$ cat src/rtl/alu_share_arbiter.sv
// Round-robin arbiter that shares one combinational ALU between two requesters.
// Operands are registered and held on the ALU for ALU_LAT cycles. The result and
// flags are then captured into a response register and returned over a
// valid/ready channel, tagged with the requester ID.
module alu_share_arbiter #(
  parameter int WIDTH   = 64,
  parameter int ALU_LAT = 1
) (
  input  logic               clk,
  input  logic               reset,
  input  logic [1:0]         req_valid,
  output logic [1:0]         req_ready,
  input  logic [2*WIDTH-1:0] req_A,
  input  logic [2*WIDTH-1:0] req_B,
  input  logic [5:0]         req_cntrl,
  output logic [WIDTH-1:0]   alu_A,
  output logic [WIDTH-1:0]   alu_B,
  output logic [2:0]         alu_cntrl,
  input  logic [WIDTH-1:0]   alu_result,
  input  logic               alu_negative,
  input  logic               alu_zero,
  input  logic               alu_overflow,
  input  logic               alu_carry_out,
  output logic               rsp_valid,
  input  logic               rsp_ready,
  output logic               rsp_id,
  output logic [WIDTH-1:0]   rsp_result,
  output logic [3:0]         rsp_flags
);

  localparam int               CNT_W    = (ALU_LAT > 1) ? $clog2(ALU_LAT) : 1;
  localparam logic [CNT_W-1:0] CNT_LOAD = CNT_W'(ALU_LAT - 1);

  typedef enum logic [1:0] {
    IDLE = 2'd0,
    EXEC = 2'd1,
    RESP = 2'd2
  } state_t;

  state_t           state_reg;
  state_t           state_next;
  logic             last_grant_reg;
  logic             owner_reg;
  logic [CNT_W-1:0] cnt_reg;
  logic [WIDTH-1:0] alu_a_reg;
  logic [WIDTH-1:0] alu_b_reg;
  logic [2:0]       alu_cntrl_reg;
  logic             rsp_valid_reg;
  logic             rsp_id_reg;
  logic [WIDTH-1:0] rsp_result_reg;
  logic [3:0]       rsp_flags_reg;

  // Per-requester views of the packed request buses
  logic [WIDTH-1:0] lane_a     [2];
  logic [WIDTH-1:0] lane_b     [2];
  logic [2:0]       lane_cntrl [2];

  for (genvar gi = 0; gi < 2; gi++) begin : g_lane
    assign lane_a[gi]     = req_A[gi*WIDTH +: WIDTH];
    assign lane_b[gi]     = req_B[gi*WIDTH +: WIDTH];
    assign lane_cntrl[gi] = req_cntrl[gi*3 +: 3];
  end

  // Grant: the lone valid requester, or on a tie the one that did not win last
  logic grant_any;
  logic grant_id;
  logic cnt_zero;

  assign grant_any = |req_valid;
  assign grant_id  = (&req_valid) ? ~last_grant_reg : req_valid[1];
  assign cnt_zero  = (cnt_reg == '0);

  // State register
  always_ff @(posedge clk or negedge reset) begin
    if (!reset) begin
      state_reg <= IDLE;
    end else begin
      state_reg <= state_next;
    end
  end

  // Next-state logic
  always_comb begin
    state_next = state_reg;
    case (state_reg)
      IDLE:    if (grant_any) state_next = EXEC;
      EXEC:    if (cnt_zero)  state_next = RESP;
      RESP:    if (rsp_ready) state_next = IDLE;
      default: state_next = IDLE;
    endcase
  end

  // Accept strobe: only in IDLE, only for the granted requester, never during reset
  always_comb begin
    req_ready = 2'b00;
    if (reset && (state_reg == IDLE) && grant_any) begin
      req_ready[grant_id] = 1'b1;
    end
  end

  // Operand capture, latency counter and response capture
  always_ff @(posedge clk or negedge reset) begin
    if (!reset) begin
      last_grant_reg <= 1'b1;
      owner_reg      <= 1'b0;
      cnt_reg        <= '0;
      alu_a_reg      <= '0;
      alu_b_reg      <= '0;
      alu_cntrl_reg  <= '0;
      rsp_valid_reg  <= 1'b0;
      rsp_id_reg     <= 1'b0;
      rsp_result_reg <= '0;
      rsp_flags_reg  <= '0;
    end else begin
      case (state_reg)
        IDLE: begin
          if (grant_any) begin
            alu_a_reg      <= lane_a[grant_id];
            alu_b_reg      <= lane_b[grant_id];
            alu_cntrl_reg  <= lane_cntrl[grant_id];
            owner_reg      <= grant_id;
            last_grant_reg <= grant_id;
            cnt_reg        <= CNT_LOAD;
          end
        end
        EXEC: begin
          if (cnt_zero) begin
            rsp_result_reg <= alu_result;
            rsp_flags_reg  <= {alu_negative, alu_zero, alu_overflow, alu_carry_out};
            rsp_id_reg     <= owner_reg;
            rsp_valid_reg  <= 1'b1;
          end else begin
            cnt_reg <= cnt_reg - 1'b1;
          end
        end
        RESP: begin
          if (rsp_ready) begin
            rsp_valid_reg <= 1'b0;
          end
        end
        default: ;
      endcase
    end
  end

  assign alu_A      = alu_a_reg;
  assign alu_B      = alu_b_reg;
  assign alu_cntrl  = alu_cntrl_reg;
  assign rsp_valid  = rsp_valid_reg;
  assign rsp_id     = rsp_id_reg;
  assign rsp_result = rsp_result_reg;
  assign rsp_flags  = rsp_flags_reg;

endmodule

$ cat config.mk
export PLATFORM = sky130hd
export DESIGN_NAME = alu_share_arbiter
export DESIGN_NICKNAME = d
export VERILOG_FILES = /design/src/rtl/alu_share_arbiter.sv
export SDC_FILE = /design/constraint.sdc
export NUM_CORES = 1
export LEC_CHECK = 0
export BUFFER_PORTS_ARGS = -buffer_cell sky130_fd_sc_hd__buf_2
export CORE_AREA = 3 3 206 208
export CTS_CLUSTER_DIAMETER = 120
export CTS_CLUSTER_SIZE = 16
export DETAILED_ROUTE_END_ITERATION = 8
export DIE_AREA = 0 0 209 211
export PLACE_DENSITY = 0.59
export SYNTH_ARGS = -nofsm -noshare
export SYNTH_HDL_FRONTEND = slang
export SYNTH_SLANG_ARGS = --single-unit
export TNS_END_PERCENT = 10
$ cat constraint.sdc
create_clock -name clk -period 2 [get_ports clk]
set_input_delay 0.2 -clock clk [delete_from_list [all_inputs] [get_ports clk]]
set_output_delay 0.2 -clock clk [all_outputs]
set_load 0.005 [all_outputs]
==> load_flow_metrics.sql, run 1 <==
INSERT INTO impl_metrics (metric_group, metric, value, unit) VALUES
('cells_and_area', 'layout_commonest_cell', 'buf_2', ''),
('sta', 'slew_headroom', '63.74', '%'),
('clocking', 'cts.reportedPaths.clkPinSlew', '0.07', 'ns'),
('cells_and_area', 'number_of_diodes_added_for_antenna_fixing', '0', ''),
('grt', 'antenna_found_initial', '1', ''),
('clocking', 'clk_latency', '0.48', 'ns'),
('grt', 'grt_start_max_net_pins', '102', ''),
('grt', 'grt_pass1_wl', '43850', 'um'),
('floorplanning', 'placement_rows', '74', ''),
('yosys', 'synth_flop_cell', 'dfrtp_1', ''),
('clocking', 'cts.path.max_buffers', '3', ''),
('flow_run', 'max_cap_violations', '0', ''),
('worst_setup_path', 'critical_path.max_fanout', '27', ''),
('cells_and_area', 'num-nets-final', '1547', ''),
('sta', 'finalCritPeriodShare', '95.92', '%'),
('sta', 'fin_worst_skew', '0.006205', 'ns'),
('sta', 'timing.final.crit_period', '1.918', 'ns'),
('yosys', 'synthCells', '592', ''),
('power_and_ir_drop', 'power.density_cell_area', '1347', 'mW/mm^2'),
('power_and_ir_drop', 'ir_drop', '632.0', 'uV'),
('grt', 'globalRouteOverflowTotal', '0', ''),
('outcome', 'outcome', 'finished clean', ''),
('worst_setup_path', 'crit_path_start_kind', 'register', ''),
('yosys', 'share_of_synthesized_area_occupied_by_flip_flops_and_latches', '53.89', '%'),
('cells_and_area', 'syn_to_final_growth', '48.98', '%'),
('routing', 'drt-vias-per-instance', '4.149', ''),
('floorplanning', 'io-pin-count', '538', ''),
('routing', 'routedWlPerCell', '16.93', 'um'),
('sta', 'timing.hold.ws', '0.03586', 'ns'),
('routing', 'antenna_violating_nets_post_route', '0', ''),
('worst_setup_path', 'arrival', '1.72', 'ns'),
('placement', 'post-place-ws', '0.1120', 'ns'),
('floorplanning', 'dieArea', '0.04410', 'mm^2'),
('sta', 'setup-tns-final', '0', 'ns'),
('sta', 'final_max_slew_viol_count', '0', ''),
('cells_and_area', 'final_layout_size_suffix_gt1_share', '75.92', '%'),
('clocking', 'cts_num_sinks', '205', ''),
('worst_setup_path', 'cp.required', '1.80', 'ns'),
('yosys', 'yosysWarningCount', '0', ''),
('sta', 'timing_worst_slew_pin_value', '0.5439', 'ns'),
('sta', 'rsz0062_at_grt', 'false', ''),
('placement', 'hpwlAfterDp', '22070', 'um'),
('yosys', 'synth_fp_nets', '927', ''),
('cells_and_area', 'num-fill-cells', '4025', ''),
('floorplanning', 'die_w', '209', 'um'),
('grt', 'grt_pass1_vias', '7763', ''),
('yosys', 'synth-edff-count', '0', ''),
('sta', 'setup_slack', '0.08157', 'ns'),
('worst_setup_path', 'end_kind', 'output port', ''),
('yosys', 'count_of_unique_library_cells_instantiated_by_yosys', '20', ''),
('yosys', 'netlist_area_before_placement', '0.009522', 'mm^2'),
('sta', 'timing.fmax', '521.3', 'MHz'),
('hold_path', 'worst_hold_path_type', 'in -> reg', ''),
('power_and_ir_drop', 'final_total_pwr', '19100', 'uW'),
('sta', 'final_hold_vios', '0', ''),
('routing', 'routed_wl', '29610', 'um'),
('cells_and_area', 'highest_count_cells_in_the_layout_ignoring_fill_and_taps', 'buf_2, mux2_2, dfrtp_1, mux2_4, dlygate4sd3_1', ''),
('power_and_ir_drop', 'leakage_power_of_the_design', '0.006956', 'uW'),
('grt', 'grt_use_total', '12.49', '%'),
('floorplanning', 'chipHeight', '211', 'um'),
('clocking', 'cts-root-buf', 'clkbuf_16', ''),
('floorplanning', 'starting_utilization_of_the_core_area', '23.37', '%'),
('yosys', 'yosys_register_bits', '205', ''),
('clocking', 'cts_made_buffers', '16', ''),
('routing', 'drcViolationCount', '0', ''),
('floorplanning', 'placeableCoreArea', '0.04074', 'mm^2'),
('yosys', 'synth.avg_cell_area', '16.08', 'um^2'),
('routing', 'first_pass_iters', '4', ''),
('worst_setup_path', 'timing_worst_setup_path_type', 'reg -> out', ''),
('yosys', 'synth-async-reset-ratio', '100.0', '%'),
('placement', 'gp_congestion', '0.8389', ''),
('placement', 'port_buffers', '537', ''),
('routing', 'detailedRoute.firstIterationViolations', '230', ''),
('routing', 'detailroute.via_count', '7256', ''),
('sta', 'final-setup-viol-count', '0', ''),
('clocking', 'cts_tree', 'yes', ''),
('clocking', 'htree_num_levels', '1', '');
-- where the power goes --
part | total, uW | leakage (uW) | switching [uW] | internal, uW
clock | 3020 | 0.000219 | 1480 | 1550
combinational | 8640 | 0.00434 | 3470 | 5170
sequential | 7440 | 0.00239 | 1120 | 6320
total | 19100 | 0.00696 | 6070 | 13000
-- routing by layer --
| layer | up-vias | wire, um | GRT usage [%] |
|---|---|---|---|
| li1 | 3362 | - | - |
| met1 | 3581 | 11280 | 14.16 |
| met2 | 280 | 15810 | 23.59 |
| met3 | 31 | 1921 | 3.104 |
| met4 | 2 | 583 | 2.933 |
| met5 | - | 7 | 0 |
-- cells by family after synthesis --
logic type,share of synthesized area [%]
DFF,53.89
AOI/OAI and AO/OA,0.6178
muxes,42.26
and+or+nand+nor,0.3548
buffers and inverters,2.878
-- synthesized netlist by cell type (2+ instances only) --
cell type / count / area [um^2]
buf_4: 6 / 45.04
buf_6: 10 / 112.6
mux2_2: 252 / 2838
dfrtp_1: 204 / 5105
mux2_4: 79 / 1186
inv_1: 2 / 7.510
and3_1: 2 / 12.51
o21ai_0: 2 / 10.01
a21oi_1: 2 / 10.01
buf_2: 21 / 105.1
nor2_1: 3 / 11.26
-- per-stage QoR --
| step | std cells | instance area (um^2) | util [%] |
|---|---|---|---|
| global route | 1749 | 14180 | 34.82 |
| finish | 1749 | 14180 | 34.82 |
| CTS | 1747 | 14160 | 34.77 |
| global placement | 1650 | 12950 | 31.80 |
| detailed placement | 1650 | 12950 | 31.80 |
| floorplan | 592 | 9522 | - |
-- critical path, stage by stage (launching register included) --
cell and delay [ns]:
dfstp_2 0.57, a21bo_4 0.16, buf_12 0.19, and3_1 0.17, buf_2 0.11
-- timing repair --
item                                   in CTS  in global routing
gates cloned                                1                  0
setup buffers                               2                  2
setup endpoints to repair                   1                  1
resized for setup                           2                  1
endpoints found under the hold margin      98                  0
hold buffers                               71                  0
pin swaps                                   0                  0
-- path summary, 6_finish.rpt --
kind,start,endpoint,slack [ns],cells past startpoint
worst max-delay path,last_grant_reg$_DFFE_PN1P_,req_ready[0],0.08,4
worst min-delay path,rsp_ready,state_reg[1]$_DFFE_PN0P_,0.04,3
worst max register to register,last_grant_reg$_DFFE_PN1P_,alu_A[27]$_DFFE_PN0P_,0.10,5
worst min register to register,alu_B[30]$_DFFE_PN0P_,alu_B[30]$_DFFE_PN0P_,0.50,1
max in group asynchronous,reset,rsp_result[8]$_DFFE_PN0P_,1.03,3
min in group asynchronous,reset,rsp_valid$_DFFE_PN0P_,0.19,2
-- area by class of cell --
type	instances	area, um^2	share of cell area, %
Tap cell	532	665.6	4.693
Timing Repair Buffer	640	3785	26.68
Multi-Input combinational cell	347	4145	29.22
Clock inverter	1	5.005	0.03528
Inverter	2	7.507	0.05292
Clock buffer	22	444.2	3.131
Sequential cell	205	5132	36.18
Power figures use the tool's default switching activity.
==> run 2: changes to the inputs <==
--- a/config.mk
+++ b/config.mk
@@ -5,13 +5,14 @@
 export SDC_FILE = /design/constraint.sdc
 export NUM_CORES = 1
 export LEC_CHECK = 0
+export ABC_AREA = 1
 export BUFFER_PORTS_ARGS = -buffer_cell sky130_fd_sc_hd__buf_2
-export CORE_AREA = 3 3 206 208
+export CORE_MARGIN = 3
+export CORE_UTILIZATION = 25
 export CTS_CLUSTER_DIAMETER = 120
 export CTS_CLUSTER_SIZE = 16
 export DETAILED_ROUTE_END_ITERATION = 8
-export DIE_AREA = 0 0 209 211
-export PLACE_DENSITY = 0.59
+export PLACE_DENSITY = 0.61
 export SYNTH_ARGS = -nofsm -noshare
 export SYNTH_HDL_FRONTEND = slang
 export SYNTH_SLANG_ARGS = --single-unit
==> run 2 against run 1 <==
  * Worst setup slack improved by 0.048 ns
  * Sequential power decreased by 0.7%
  * Hold slack lost 0.015 ns
  * Cell count is 49% higher
  * Count of clock-buffer cells in the layout stayed put
  * Power grew 0.94%
  * Critical path depth rose by 2
  * Critical path type unchanged
  * Critical endpoint unchanged
  * Largest power group unchanged
  * Highest routed layer unchanged
==> load_flow_metrics.sql, run 2 <==
INSERT INTO impl_metrics (metric_group, metric, value, unit) VALUES
('outcome', 'outcome', 'finished clean', ''),
('clocking', 'cts_made_buffers', '16', ''),
('worst_setup_path', 'crit_path_start_kind', 'register', ''),
('yosys', 'netlist_area_before_placement', '0.01021', 'mm^2'),
('placement', 'gp_congestion', '0.8720', ''),
('worst_setup_path', 'critical-path-max-stage-delay', '0.45', 'ns'),
('worst_setup_path', 'path_common_cell', 'inv_2', ''),
('clocking', 'cts_num_sinks', '205', ''),
('floorplanning', 'starting_utilization_of_the_core_area', '25.51', '%'),
('worst_setup_path', 'arrival', '1.67', 'ns'),
('worst_setup_path', 'critical_path.max_fanout', '4', ''),
('flow_run', 'max_cap_violations', '0', ''),
('yosys', 'synth.avg_cell_area', '7.092', 'um^2'),
('sta', 'timing.fmax', '534.8', 'MHz'),
('routing', 'drt-vias-per-instance', '4.380', ''),
('yosys', 'yosysWarningCount', '0', ''),
('worst_setup_path', 'timing.critical_path.buf_inv', '3', ''),
('yosys', 'synth_flop_cell', 'dfrtp_1', ''),
('clocking', 'htree_num_levels', '1', ''),
('sta', 'final-setup-viol-count', '0', ''),
('power_and_ir_drop', 'internal_power', '11430', 'uW'),
('routing', 'first_pass_iters', '6', ''),
('grt', 'antenna_found_initial', '4', ''),
('routing', 'routed_wl', '38800', 'um'),
('yosys', 'share_of_synthesized_area_occupied_by_flip_flops_and_latches', '50.28', '%'),
('grt', 'grt_pass1_vias', '11270', ''),
('routing', 'detailedRoute.firstIterationViolations', '641', ''),
('floorplanning', 'placeableCoreArea', '0.04001', 'mm^2'),
('sta', 'timing_worst_slew_pin_value', '0.6871', 'ns'),
('grt', 'globalRouteOverflowTotal', '0', ''),
('cells_and_area', 'num-fill-cells', '4108', ''),
('yosys', 'ys_top_cells_by_count', 'nand2_1, inv_1, nand3_1, dfrtp_1, buf_2', ''),
('yosys', 'yosysMostFrequentCell', 'nand2_1', ''),
('power_and_ir_drop', 'final_total_pwr', '19280', 'uW'),
('floorplanning', 'chipHeight', '208.1', 'um'),
('floorplanning', 'placement_rows', '73', ''),
('yosys', 'synth_top_area_share', '50.02', '%'),
('worst_setup_path', 'cp.required', '1.80', 'ns'),
('power_and_ir_drop', 'switching_power', '7850', 'uW'),
('yosys', 'synth_top_cells_by_area', 'dfrtp_1, nand2_1, nand3_1', ''),
('worst_setup_path', 'cpMaxStageDelayCell', 'dfrtp_2', ''),
('sta', 'rsz0062_at_grt', 'false', ''),
('sta', 'finalCritPeriodShare', '93.50', '%'),
('floorplanning', 'io-pin-count', '538', ''),
('worst_setup_path', 'critical_path.cell_chain', 'inv_2 > nand2_2 > inv_2 > nand2_4 > nor3_4 > buf_2', ''),
('placement', 'port_buffers', '537', ''),
('cells_and_area', 'syn_to_final_growth', '51.75', '%'),
('yosys', 'synth_fp_nets', '1774', ''),
('cells_and_area', 'num-nets-final', '2415', ''),
('placement', 'post_dp_cell_area', '0.01351', 'mm^2'),
('routing', 'drcViolationCount', '0', ''),
('yosys', 'count_of_unique_library_cells_instantiated_by_yosys', '17', ''),
('floorplanning', 'die_w', '208.1', 'um'),
('hold_path', 'worst_hold_path_type', 'in -> reg', ''),
('cells_and_area', 'final_layout_size_suffix_gt1_share', '28.35', '%'),
('worst_setup_path', 'end_kind', 'output port', ''),
('cells_and_area', 'highest_count_cells_in_the_layout_ignoring_fill_and_taps', 'nand2_1, buf_2, inv_1, nand3_1, dfrtp_1', ''),
('yosys', 'synthCells', '1439', ''),
('yosys', 'synth-async-reset-ratio', '100.0', '%'),
('sta', 'fin_worst_skew', '0.01145', 'ns'),
('power_and_ir_drop', 'seqPwrFrac', '38.3', '%'),
('clocking', 'cts.reportedPaths.clkPinSlew', '0.08', 'ns'),
('routing', 'detailroute.via_count', '11440', ''),
('worst_setup_path', 'timing_worst_setup_path_type', 'reg -> out', ''),
('sta', 'final_max_slew_viol_count', '0', ''),
('power_and_ir_drop', 'switching_share', '40.71', '%'),
('clocking', 'clk_latency', '0.49', 'ns'),
('power_and_ir_drop', 'leakage_power_of_the_design', '0.009429', 'uW'),
('routing', 'antenna_violating_nets_post_route', '0', ''),
('clocking', 'cts.path.max_buffers', '3', ''),
('power_and_ir_drop', 'power.density_cell_area', '1245', 'mW/mm^2'),
('grt', 'grt_start_max_net_pins', '132', ''),
('cells_and_area', 'layout_commonest_cell', 'nand2_1', ''),
('clocking', 'cts-root-buf', 'clkbuf_16', ''),
('floorplanning', 'dieArea', '0.04328', 'mm^2'),
('grt', 'grt_use_total', '17.09', '%'),
('grt', 'grt_pass1_wl', '61250', 'um'),
('cells_and_area', 'seqCellArea', '0.005132', 'mm^2'),
('yosys', 'synth-edff-count', '0', ''),
('power_and_ir_drop', 'power_frac_comb', '45.7', '%'),
('cells_and_area', 'multi_input_area', '0.003690', 'mm^2'),
('sta', 'timing.final.crit_period', '1.870', 'ns'),
('power_and_ir_drop', 'clock_power_share', '15.9', '%'),
('routing', 'routedWlPerCell', '14.85', 'um'),
('worst_setup_path', 'path_delay_family', 'flip-flops', ''),
('power_and_ir_drop', 'ir_drop', '512.6', 'uV'),
('yosys', 'yosys_register_bits', '205', ''),
('cells_and_area', 'final_instance_area', '0.01549', 'mm^2'),
('yosys', 'netlist.top_cell.by_area', 'dfrtp_1', ''),
('clocking', 'cts_tree', 'yes', ''),
('sta', 'final_hold_vios', '0', ''),
('placement', 'hpwlAfterDp', '26740', 'um'),
('sta', 'setup-tns-final', '0', 'ns'),
('sta', 'slew_headroom', '54.20', '%');
run 2: repair_timing:
action,CTS,global route
setup buffers,0,0
pin swaps,0,1
hold buffers,151,0
setup endpoints to repair,1,1
hold endpoints to repair,355,0
gates cloned,0,0
resized for setup,2,2
run 2: power groups by stage:
stage | logic, uW | clock network, uW | registers [uW]
2_1_floorplan | 4230 | 0 | 7530
3_3_place_gp | 8590 | 0 | 7380
3_5_place_dp | 8750 | 0 | 7400
4_1_cts | 8970 | 3230 | 7400
5_1_grt | 9940 | 3360 | 7640
6_report | 8820 | 3070 | 7390
run 2: path summary, 6_finish.rpt:
path | from | to | cells after the start | slack, ns
worst max register to register | last_grant_reg$_DFFE_PN1P_ | alu_B[33]$_DFFE_PN0P_ | 6 | 0.45
max in group asynchronous | reset | state_reg[1]$_DFFE_PN0P_ | 3 | 1.05
min in group asynchronous | reset | rsp_valid$_DFFE_PN0P_ | 2 | 0.09
worst min register to register | rsp_result[59]$_DFFE_PN0P_ | rsp_result[59]$_DFFE_PN0P_ | 2 | 0.47
worst max-delay path | state_reg[1]$_DFFE_PN0P_ | req_ready[0] | 6 | 0.13
worst min-delay path | req_A[37] | alu_A[37]$_DFFE_PN0P_ | 5 | 0.02
run 2: tightest hold or removal path, cell delays in order:
cell,delay (ns)
buf_2,0.08
inv_1,0.03
nand2_1,0.05
nand3_1,0.06
nand2_1,0.06
run 2: cell families (layout without fill, tap and decap cells):
kind of cell           after synthesis  in the layout  share of synthesized area [%]
AO/OA/AOI/OAI                        4              4                         0.1961
buffers and inverters              356           1002                          13.93
flip-flops                         205            205                          50.28
other                                0              2                              0
AND/OR/NAND/NOR                    874            874                          35.60
run 2: per-layer routing:
metal,wire [um],up-vias,part of all wire (%),GRT usage [%]
met2,18840,467,49,29.57
met5,27,-,0.070,0
met4,1158,4,3.0,5.022
met3,2710,85,7.0,3.543
met1,16060,5341,41,21.55
li1,-,5543,-,-
run 2: per-stage QoR:
step | util (%) | hold WS (ns) | cells | setup WS, ns
2_1_floorplan | - | -0.09559 | 1439 | 0.6927
3_3_place_gp | 33.76 | 0.007105 | 2436 | 0.2239
3_5_place_dp | 33.76 | 0.006784 | 2436 | 0.2628
4_1_cts | 38.69 | 0.001407 | 2610 | 0.002437
5_1_grt | 38.71 | 0.02441 | 2611 | 0.02897
6_report | 38.71 | 0.02126 | 2612 | 0.1300
run 2: area by class of cell:
cell class	count	area share [%]
diodes	2	0.03232
clock buffers	22	2.868
clock inverters	1	0.03232
inverters	271	6.568
multi-input cells	878	23.82
flip-flops and latches	205	33.14
well taps	525	4.241
repair buffers	708	29.29
